File: config.mk
export PLATFORM = sky130hd
export DESIGN_NAME = dzcpu_useq
export DESIGN_NICKNAME = d
export VERILOG_FILES = /design/src/rtl/dzcpu_useq.sv
export SDC_FILE = /design/constraint.sdc
export NUM_CORES = 1
export LEC_CHECK = 0
export ABC_AREA = 1
export BUFFER_PORTS_ARGS = -buffer_cell sky130_fd_sc_hd__buf_2
export CAP_MARGIN = 20
export CORE_ASPECT_RATIO = 1.2
export CORE_UTILIZATION = 38
export CTS_BUF_LIST = sky130_fd_sc_hd__clkbuf_4 sky130_fd_sc_hd__clkbuf_8
export CTS_CLUSTER_SIZE = 10
export DETAILED_ROUTE_END_ITERATION = 16
export GPL_TIMING_DRIVEN = 0
export PLACE_DENSITY = 0.67
export SLEW_MARGIN = 25
export SYNTH_ARGS = -nofsm -noshare
export SYNTH_HDL_FRONTEND = slang
export SYNTH_SLANG_ARGS = --single-unit
File: constraint.sdc
create_clock -name iClock -period 4.03 [get_ports iClock]
set_clock_uncertainty 0.2 [all_clocks]
set_input_delay 0.806 -clock iClock [delete_from_list [all_inputs] [get_ports iClock]]
set_output_delay 0.806 -clock iClock [all_outputs]
set_load 0.05 [all_outputs]
File: src/rtl/dzcpu_useq.sv
// dzcpu micro-sequencer: opcode latch, flow-index load and uop flow control.
// Optional memory-wait stall: define DZCPU_USEQ_MEMWAIT_EN.
module dzcpu_useq #(
  parameter int UPC_W    = 8,
  parameter int UOP_W    = 13,
  parameter int FLOW_LSB = 9
) (
  input  logic             iClock,
  input  logic             iReset,
  input  logic [7:0]       iMemData,
  input  logic [UPC_W-1:0] iUopFlowIdx,
  input  logic [UPC_W-1:0] iCbUopFlowIdx,
  input  logic [UOP_W-1:0] iUop,
  input  logic             iZero,
`ifdef DZCPU_USEQ_MEMWAIT_EN
  input  logic             iMemWait,
`endif
  output logic [7:0]       oMop,
  output logic             oCbMode,
  output logic [UPC_W-1:0] oUopAddr,
  output logic             oUopValid,
  output logic             oPcInc,
  output logic             oFlagUpdate,
  output logic             oEof
);

  localparam logic [1:0] FETCH  = 2'd0;
  localparam logic [1:0] DECODE = 2'd1;
  localparam logic [1:0] CBDEC  = 2'd2;
  localparam logic [1:0] EXEC   = 2'd3;

  localparam logic [3:0] F_OP      = 4'd0;
  localparam logic [3:0] F_INC     = 4'd1;
  localparam logic [3:0] F_EOF     = 4'd2;
  localparam logic [3:0] F_INC_EOF = 4'd3;
  localparam logic [3:0] F_EOF_FU  = 4'd4;
  localparam logic [3:0] F_INC_EFU = 4'd5;
  localparam logic [3:0] F_INC_EZ  = 4'd6;
  localparam logic [3:0] F_INC_ENZ = 4'd7;
  localparam logic [3:0] F_JCB     = 4'd8;
  localparam logic [3:0] F_UPD_FL  = 4'd9;

  logic [1:0]       state_q, state_d;
  logic [7:0]       mop_q, mop_d;
  logic             cb_q, cb_d;
  logic [UPC_W-1:0] upc_q, upc_d;
  logic [UPC_W-1:0] upc_nx;
  logic [3:0]       flow;
  logic             stall;
  logic             valid, pc_inc, fl_upd, eof;

`ifdef DZCPU_USEQ_MEMWAIT_EN
  assign stall = iMemWait;
`else
  assign stall = 1'b0;
`endif

  assign flow   = iUop[UOP_W-1:FLOW_LSB];
  assign upc_nx = upc_q + UPC_W'(1);

  always_comb begin
    state_d = state_q;
    mop_d   = mop_q;
    cb_d    = cb_q;
    upc_d   = upc_q;
    valid   = 1'b0;
    pc_inc  = 1'b0;
    fl_upd  = 1'b0;
    eof     = 1'b0;
    if (!stall) begin
      unique case (state_q)
        FETCH: begin
          mop_d   = iMemData;
          cb_d    = 1'b0;
          state_d = DECODE;
        end
        DECODE: begin
          upc_d   = iUopFlowIdx;
          state_d = EXEC;
        end
        CBDEC: begin
          upc_d   = iCbUopFlowIdx;
          state_d = EXEC;
        end
        EXEC: begin
          valid = 1'b1;
          case (flow)
            F_INC: begin
              pc_inc = 1'b1;
              upc_d  = upc_nx;
            end
            F_EOF: begin
              eof     = 1'b1;
              state_d = FETCH;
            end
            F_INC_EOF: begin
              pc_inc  = 1'b1;
              eof     = 1'b1;
              state_d = FETCH;
            end
            F_EOF_FU: begin
              fl_upd  = 1'b1;
              eof     = 1'b1;
              state_d = FETCH;
            end
            F_INC_EFU: begin
              pc_inc  = 1'b1;
              fl_upd  = 1'b1;
              eof     = 1'b1;
              state_d = FETCH;
            end
            F_INC_EZ: begin
              pc_inc = 1'b1;
              if (iZero) begin
                eof     = 1'b1;
                state_d = FETCH;
              end else begin
                upc_d = upc_nx;
              end
            end
            F_INC_ENZ: begin
              pc_inc = 1'b1;
              if (!iZero) begin
                eof     = 1'b1;
                state_d = FETCH;
              end else begin
                upc_d = upc_nx;
              end
            end
            F_JCB: begin
              pc_inc  = 1'b1;
              mop_d   = iMemData;
              cb_d    = 1'b1;
              state_d = CBDEC;
            end
            F_UPD_FL: begin
              fl_upd = 1'b1;
              upc_d  = upc_nx;
            end
            // F_OP and reserved encodings just step
            default: upc_d = upc_nx;
          endcase
        end
        default: state_d = FETCH;
      endcase
    end
  end

  always_ff @(posedge iClock or posedge iReset) begin
    if (iReset) begin
      state_q <= FETCH;
      mop_q   <= 8'h00;
      cb_q    <= 1'b0;
      upc_q   <= '0;
    end else begin
      state_q <= state_d;
      mop_q   <= mop_d;
      cb_q    <= cb_d;
      upc_q   <= upc_d;
    end
  end

  assign oMop        = mop_q;
  assign oCbMode     = cb_q;
  assign oUopAddr    = upc_q;
  assign oUopValid   = valid;
  assign oPcInc      = pc_inc;
  assign oFlagUpdate = fl_upd;
  assign oEof        = eof;

endmodule
# ---- Word level (Yosys, flattened, before mapping)
# Cells that the tools add are included.
dict set report word_totals {
  register_bits 19
  latchBits 0
  mem_bits_rw 0
  mem_bits_ro 0
  inputBits 40
  memories 0
}
dict set report classes {
  addsub 1
  mul 0
  div 0
  magnitude_cmp 0
  eq_ne 19
  shift 0
  n_mux 21
  n_bitwise 0
  n_reduce_logical 11
}
# cell count
set ops {}
lappend ops {{$pmux W8 S3} 2}
lappend ops {{$mux W8} 3}
lappend ops {{$eq A4 B3 Y1 const B} 4}
lappend ops {{$pmux W8 S2} 1}
lappend ops {{$ne A3 B3 Y1 const B} 4}
lappend ops {{$mux W1} 9}
lappend ops {{$add A8 B1 Y8 const B} 1}
lappend ops {{$eq A4 B2 Y1 const B} 2}
lappend ops {{$eq A4 B4 Y1 const B} 2}
lappend ops {{$pmux W2 S4} 1}
lappend ops {{$pmux W2 S3} 1}
lappend ops {{$reduce_or A6 Y1} 1}
lappend ops {{$ne A5 B3 Y1 const B} 1}
lappend ops {{$reduce_or A5 Y1} 1}
lappend ops {{$eq A2 B2 Y1 const B} 2}
lappend ops {{$eq A4 B1 Y1 const B} 1}
lappend ops {{$mux W2} 2}
lappend ops {{$reduce_and A4 Y1} 1}
lappend ops {{$reduce_or A4 Y1} 1}
lappend ops {{$pmux W1 S3} 1}
lappend ops {{$reduce_and A3 Y1} 1}
lappend ops {{$reduce_bool A3 Y1} 1}
lappend ops {{$reduce_or A3 Y1} 1}
lappend ops {{$eq A2 B1 Y1 const B} 1}
lappend ops {{other kinds (7)} 7}

# ---- Depth between registers and ports, before layout
# Gate-level depths: netlist of the first run.
dict set report depth {
  ltp_word 4
  depth_mapped 9
  ltp_nobuf 9
}

# ---- Worst setup path before layout of the first run
# No wires, ideal clock.
dict set report synth_path {
  kind {input to output}
  startpoint {in iUop[12]}
  endpoint {out oEof}
  t_arrival_ns 2.009
  slack_ns 1.015
  cell_stages 5
  cell_sequence {inv_1 nand2_1 nor2_1 nand2_1 a41oi_1}
}
dict set report synth_between {
  elab_chain_cells 4
  elab_cells_between_ends 9
  classes_between {eq/ne: 6; mux: 2; reduce/logical: 1}
}
# item line_no
set synth_lines {}
lappend synth_lines {{start, declared} 13} ;# input logic [UOP_W-1:0] iUop,
lappend synth_lines {{$eq A4 B3 Y1 / $eq A4 B2 Y1 (equally long branches)} 87} ;# case (flow)
lappend synth_lines {{$reduce_or A4 Y1 (no source line)} --}
lappend synth_lines {{$pmux W1 S3 (*)} 87}
lappend synth_lines {{$mux W1 (*)} 71} ;# unique case (state_q)
lappend synth_lines {{end, declared} 24} ;# output logic oEof
# Mark *: on every way between the ends. The rest lies on a longest branch, timed or not.

# ---- Final worst setup path of the first run
# Ends and elaborated chain as after synthesis.

==> results of run 1 <==
power by group:
part | total, mW | leakage, nW | switching, mW | internal [mW]
combinational | 0.949 | 0.711 | 0.691 | 0.257
clock | 0.133 | 0.0255 | 0.0638 | 0.0688
sequential | 0.370 | 0.233 | 0.0804 | 0.290
total | 1.45 | 0.969 | 0.835 | 0.616
cell usage after synthesis, drive strengths merged, types with 2 or more instances:
cell type / n / area share (%)
dfrtp: 19 / 36
nand3: 24 / 12
nor2: 14 / 5.7
inv: 18 / 5.1
buf: 2 / 1.2
a22oi: 5 / 2.8
nand4: 2 / 0.95
nand2: 77 / 24
o21ai: 5 / 1.9
a21oi: 3 / 1.4
ha: 6 / 5.7
cell type report:
class | instances | share of cell area, %
Inverter | 18 | 4.05
Sequential cell | 19 | 28.5
Clock inverter | 1 | 0.300
Timing Repair Buffer | 51 | 15.3
Multi-Input combinational cell | 141 | 45.4
Buffer | 3 | 1.20
Clock buffer | 3 | 2.48
Tap cell | 37 | 2.78
worst max-delay path, cell delays in order:
cell,delay [ns]
buf_2,0.11
inv_1,0.10
nand2_1,0.06
nor2_1,0.16
nand2_1,0.10
a41oi_1,0.17
buf_2,0.29
cell families (layout without fill, tap and decap cells):
family,Yosys count,after routing
adder cells (fa/ha/maj),6,6
flip-flops,19,19
AND/OR/NAND/NOR,118,118
AO/OA/AOI/OAI,17,17
buffers and inverters,21,76
worst paths after layout:
| kind | end | cells past startpoint | slack [ns] |
|---|---|---|---|
| min | oCbMode$_DFFE_PP0P_ | 2 | 0.29 |
| min reg2reg | oCbMode$_DFFE_PP0P_ | 2 | 0.29 |
| min in group asynchronous | oUopAddr[6]$_DFFE_PP0P_ | 2 | 0.45 |
| max reg2reg | oUopAddr[5]$_DFFE_PP0P_ | 8 | 2.11 |
| max | oEof | 7 | 1.21 |
| max in group asynchronous | oUopAddr[5]$_DFFE_PP0P_ | 2 | 2.72 |
state kept, by name (all words and copies together) (netlist names):
signal and cells:
oMop 8, oUopAddr 8, state_q 2, oCbMode 1
metrics by stage:
| step | std cells | hold WS, ns |
|---|---|---|
| floorplan | 181 | 0.384 |
| global placement | 269 | 0.261 |
| detailed placement | 269 | 0.265 |
| CTS | 273 | 0.288 |
| global route | 273 | 0.315 |
| finish | 273 | 0.293 |
per-layer routing:
layer	wire (µm)	global-route usage, %	vias up
met5	0	0	-
met4	69	8.44	0
met3	138	1.75	7
met2	1440	31.8	40
met1	1460	21.7	586
li1	-	-	690
==> flow_summary_export.csv, run 1 <==
group,metric,value,unit
timing,fin_crit,2.82,ns
die,start_util,39.5,%
die,die_area,3710,µm²
setup_path,crit_type,"input port to output pin",
clock_network,clk_pin_slew_worst_paths,0.07,ns
power,power_leakage,0.969,nW
final_layout,area_growth,26.4,%
clock_network,postCtsSetupBuffers,0,
min_path,worstHoldStart,"oCbMode$_DFFE_PP0P_",
final_layout,final_core_util,50.0,%
clock_network,cts_tree,"done",
grt,antenna_found_initial,0,
logic_synthesis,yosysWarningCount,0,
clock_network,clock_sinks,19,
placement,hpwl,2.40,mm
final_layout,nFillCells,354,
logic_synthesis,synth-seq-cells,19,
detailed_routing,vias,1323,
final_layout,stdcell_area,1670,µm²
grt,grt_pass1_wl,5.28,mm
detailed_routing,routed_wirelength,3.11,mm
final_layout,drive_gt1_share,32.2,%
detailed_routing,avgRoutedWirePerCell,11.4,µm
logic_synthesis,avgSynthCellArea,7.29,µm²
clock_network,clkLatencyLatePin,0.26,ns
logic_synthesis,synth_compound_area_share,8.44,%
logic_synthesis,async_flop_share,100,%
clock_network,cts_root_buf,"clkbuf_8",
timing,setup_viol_count_final,0,
logic_synthesis,synthSimpleGateAreaFrac,43.2,%
clock_network,cts-hold-fix-buffers,0,
grt,grt-ovfl-total,0,
detailed_routing,firstDrtPassIters,4,
final_layout,final_common_cell,"nand2_1",
logic_synthesis,synthMuxAreaShare,0,%
timing,worstMarginPinSlew,0.715,ns
min_path,hp-class,"register to register",
outcome,outcome,"finished, final reports clean",
clock_network,htree_levels,1,
logic_synthesis,yosysSeqAreaShare,36.0,%
grt,grt_pass1_vias,1243,
logic_synthesis,ys.flop_type,"dfrtp_1",
detailed_routing,viasPerCell,4.85,
setup_path,end_kind,"output pin",
setup_path,crit_required,3.02,ns
timing,slew_headroom,52.3,%
placement,routabilityCongestion,0.743,
die,pin_count,61,
timing,rsz0062_at_grt,"no",
setup_path,r2r_start,"state_q[0]$_DFFE_PP0P_",
logic_synthesis,synth_edf_count,0,
placement,place_ws,1.21,ns
timing,final.setup.tns,0,ns
timing,max_freq,355,MHz
logic_synthesis,synth_area,1320,µm²
job,max-cap-violations,0,
timing,finalHoldViolations,0,
logic_synthesis,synth_xor_area_share,0,%
setup_path,arrival,1.81,ns
setup_path,critPathLaunch,"iUop[12]",
grt,grt_max_degree,20,
placement,io_buffer_count,51,
clock_network,clockBufferDepth,2,
detailed_routing,drc,0,
placement,placed_cell_area,1620,µm²
logic_synthesis,yosys.area_share.adder,5.69,%
logic_synthesis,synth_top_family_by_area,"simple AND/OR/NAND/NOR gates",
grt,grt_usage,17.8,%
power,p_total,1.45,mW
final_layout,n_antenna_cell,0,
detailed_routing,antenna_left,0,
final_layout,layout_common_cells,"72 x nand2_1, 52 x buf_2, 19 x nand3_1, 19 x dfrtp_1, 16 x inv_1",
final_layout,layout.nets,283,
clock_network,cts_buffers,3,
power,p_per_area,870,nW/µm²
logic_synthesis,synth_cells,181,
die,core-area,3340,µm²
timing,finalMaxSlewViolations,0,
die,num_rows,23,
setup_path,crit_fanout,3,
logic_synthesis,synthesis.nets,227,
power,peakVddDrop,0.000511,V
logic_synthesis,yosysUniqueCellTypes,27,
timing,worst_slack,1.21,ns
final_layout,multiInputGateArea,757,µm²
die,dieHeight,66.6,µm
detailed_routing,drt_iter0_markers,30,
timing,fin_crit_sh,70.0,%
setup_path,setup.worst_path.start_class,"input port",
final_layout,regArea,475,µm²
clock_network,post_cts_resized,0,
die,die_w,55.8,µm
(Power assumes the default switching activity.)
==> run 2, diff against run 1 <==
--- a/config.mk
+++ b/config.mk
@@ -5,7 +5,7 @@
 export SDC_FILE = /design/constraint.sdc
 export NUM_CORES = 1
 export LEC_CHECK = 0
-export ABC_AREA = 1
+export ABC_AREA = 0
 export BUFFER_PORTS_ARGS = -buffer_cell sky130_fd_sc_hd__buf_2
 export CAP_MARGIN = 20
 export CORE_ASPECT_RATIO = 1.2
==> constraint.sdc (replaced) <==
create_clock -name iClock -period 2.6 [get_ports iClock]
set_clock_uncertainty 0.2 [all_clocks]
set_input_delay 0.52 -clock iClock [delete_from_list [all_inputs] [get_ports iClock]]
set_output_delay 0.52 -clock iClock [all_outputs]
set_load 0.05 [all_outputs]
==> run 2 against run 1 <==
  * Sequential power grew 56%
  * Hold slack got worse by 0.12 ns
  * Clock-buffer cell count grew 1
  * Largest cell class unchanged
  * Critical endpoint unchanged
  * Synthesized cell count is 28% lower
  * Sequential share of layout area down 1.3 points
  * First-iteration DRC count rose by 17%
  * Design area up 4.7%
  * Non-clock buffer count rose by 5
==> flow_summary_export.csv, run 2 <==
group,metric,value,unit
logic_synthesis,synth_top_area_cell,"dfrtp_1",
clock_network,clock_sinks,19,
final_layout,area_growth,28.7,%
timing,worstMarginPinSlew,0.800,ns
die,die_w,56.5,µm
setup_path,setup.worst_path.start_class,"register",
clock_network,cts_tree,"done",
clock_network,clockBufferDepth,2,
logic_synthesis,avgSynthCellArea,10.4,µm²
detailed_routing,drt_iter0_markers,35,
final_layout,final_core_util,51.8,%
min_path,hp-class,"input port to asynchronous set/reset pin",
final_layout,final_common_cell,"buf_2",
setup_path,arrival,1.82,ns
timing,finalHoldViolations,0,
grt,antenna_found_initial,0,
power,power.internal,1.16,mW
power,pwr-share-seq,23.9,%
timing,final.setup.tns,0,ns
timing,slew_headroom,45.1,%
detailed_routing,drc,0,
power,p_switching,1.27,mW
power,switching_share,52.4,%
clock_network,htree_levels,1,
detailed_routing,viasPerCell,5.47,
logic_synthesis,synth_area_leaders,"dfrtp_1 35%, mux2_2 6.6%, ha_1 5.5%, bufbuf_16 4.8%, nand3_1 3.3%",
setup_path,end_kind,"output pin",
logic_synthesis,synth.top_cells.by_count,"19 x dfrtp_1, 11 x inv_1, 9 x nand3_1",
timing,hold_ws,0.169,ns
logic_synthesis,synth.top_cell.area_share,35.1,%
power,comb_power_share,67.0,%
logic_synthesis,yosysSeqAreaShare,35.1,%
logic_synthesis,async_flop_share,100,%
die,num_rows,23,
logic_synthesis,synth_edf_count,0,
final_layout,nFillCells,332,
grt,grt_max_degree,20,
logic_synthesis,synth_area,1360,µm²
logic_synthesis,synth_cells,131,
detailed_routing,routed_wirelength,3.22,mm
job,max-cap-violations,0,
final_layout,drive_gt1_share,44.9,%
final_layout,stdcell_area,1750,µm²
power,peakVddDrop,0.000851,V
grt,grt_pass1_wl,5.13,mm
logic_synthesis,synthesis.nets,177,
detailed_routing,vias,1225,
timing,rsz0062_at_grt,"no",
die,dieHeight,67.4,µm
detailed_routing,avgRoutedWirePerCell,14.4,µm
clock_network,cts-hold-fix-buffers,0,
timing,fin_crit,2.54,ns
clock_network,cts_root_buf,"clkbuf_8",
grt,grt_usage,17.2,%
setup_path,crit_fanout,9,
logic_synthesis,yosysMostFrequentCell,"dfrtp_1",
final_layout,layout.nets,234,
outcome,outcome,"finished, final reports clean",
clock_network,clkLatencyLatePin,0.26,ns
logic_synthesis,yosysUniqueCellTypes,44,
die,die_area,3810,µm²
placement,io_buffer_count,50,
grt,grt_pass1_vias,1207,
timing,max_freq,393,MHz
logic_synthesis,ys.flop_type,"dfrtp_1",
final_layout,n_antenna_cell,0,
placement,hpwl,2.49,mm
power,power_leakage,0.835,nW
placement,routabilityCongestion,0.838,
die,pin_count,61,
final_layout,layout_common_cells,"50 x buf_2, 19 x dfrtp_1, 11 x inv_1, 9 x nand3_1",
logic_synthesis,synth-seq-cells,19,
setup_path,crit_type,"register to output pin",
grt,grt-ovfl-total,0,
timing,fin_crit_sh,97.8,%
clock_network,clk_pin_slew_worst_paths,0.07,ns
timing,setup_viol_count_final,0,
die,start_util,40.3,%
logic_synthesis,yosysWarningCount,0,
setup_path,crit_required,1.88,ns
detailed_routing,firstDrtPassIters,4,
clock_network,cts_buffers,3,
power,p_per_area,1390,nW/µm²
detailed_routing,antenna_left,0,
die,core-area,3370,µm²
placement,placed_cell_area,1680,µm²
timing,finalMaxSlewViolations,0,
power,pwr-share-clk,9.1,%
==> run 2: changes by cell type after synthesis, sizes merged, moves of 4 or more <==
| cell | previous run | this run |
|---|---|---|
| nand3 | 24 | 9 |
| nand4 | 2 | 6 |
| a31oi | 1 | 5 |
| mux2 | 0 | 8 |
| nand2 | 77 | 5 |
| nor2 | 14 | 8 |
| inv | 18 | 12 |
==> run 2: final timing paths <==
| kind | start | to | slack, ns | depth (start not counted) |
|---|---|---|---|---|
| max in group asynchronous | iReset | oCbMode$_DFFE_PP0P_ | 1.58 | 2 |
| min in group iClock | iMemData[4] | oMop[4]$_DFFE_PP0P_ | 0.29 | 2 |
| worst max register to register | state_q[0]$_DFFE_PP0P_ | oMop[5]$_DFFE_PP0P_ | 0.46 | 4 |
| worst min register to register | oMop[0]$_DFFE_PP0P_ | oMop[0]$_DFFE_PP0P_ | 0.30 | 1 |
| worst min-delay path | iReset | oMop[7]$_DFFE_PP0P_ | 0.17 | 2 |
| worst max-delay path | state_q[0]$_DFFE_PP0P_ | oEof | 0.06 | 6 |
==> run 2: logic make-up (layout without fill, tap and decap cells) <==
family                     count (synthesis)  in the layout  share of synthesized area [%]
AOI/OAI and AO/OA                         31             31                           19.3
xor gates and xnor gates                   2              2                           1.29
adders and majority gates                  6              6                           5.53
buffers and inverters                     19             75                           11.7
DFF                                       19             19                           35.1
muxes                                     11             11                           8.86
and+or+nand+nor                           43             43                           18.3
==> run 2: repair_timing <==
item / in CTS / in global routing
buffers inserted: 1 / 1
gates resized for setup: 1 / 1
setup endpoints to repair: 1 / 1
==> run 2: final cells by class <==
class	instances	area, µm²	share of cell area, %
Timing Repair Buffer	52	272	15.6
Buffer	7	114	6.52
Tap cell	37	46.3	2.65
Inverter	12	45.0	2.58
Clock buffer	4	48.8	2.80
Sequential cell	19	475	27.2
Multi-Input combinational cell	93	744	42.7
==> run 2: worst max-delay path, cell delays in order, from the launching register on <==
cell	delay [ns]
dfrtp_1	0.38
ha_2	0.20
clkbuf_8	0.15
inv_2	0.09
or3_1	0.42
a31oi_4	0.15
buf_6	0.17
==> run 2: power by group through the flow <==
stage / registers, mW / logic (mW) / clock network [mW]
4_1_cts: 0.581 / 1.63 / 0.226
3_3_place_gp: 0.577 / 1.56 / 0
3_5_place_dp: 0.590 / 1.60 / 0
6_report: 0.579 / 1.63 / 0.222
5_1_grt: 0.596 / 1.74 / 0.235
2_1_floorplan: 1.04 / 0.804 / 0
==> run 2: metrics by stage <==
stage / total power, mW / setup slack (ns) / cells
finish: 2.43 / 0.0569 / 224
floorplan: 1.84 / 0.0437 / 131
CTS: 2.43 / 0.0119 / 223
detailed placement: 2.19 / 0.175 / 218
global route: 2.57 / 0.00281 / 224
global placement: 2.14 / 0.196 / 218
==> run 2: layer usage <==
metal	global-route usage (%)	wire, µm	vias to the layer above
met5	0	0	-
met4	6.40	33	0
met3	4.21	177	4
met2	30.4	1690	38
met1	20.1	1320	580
li1	-	-	603
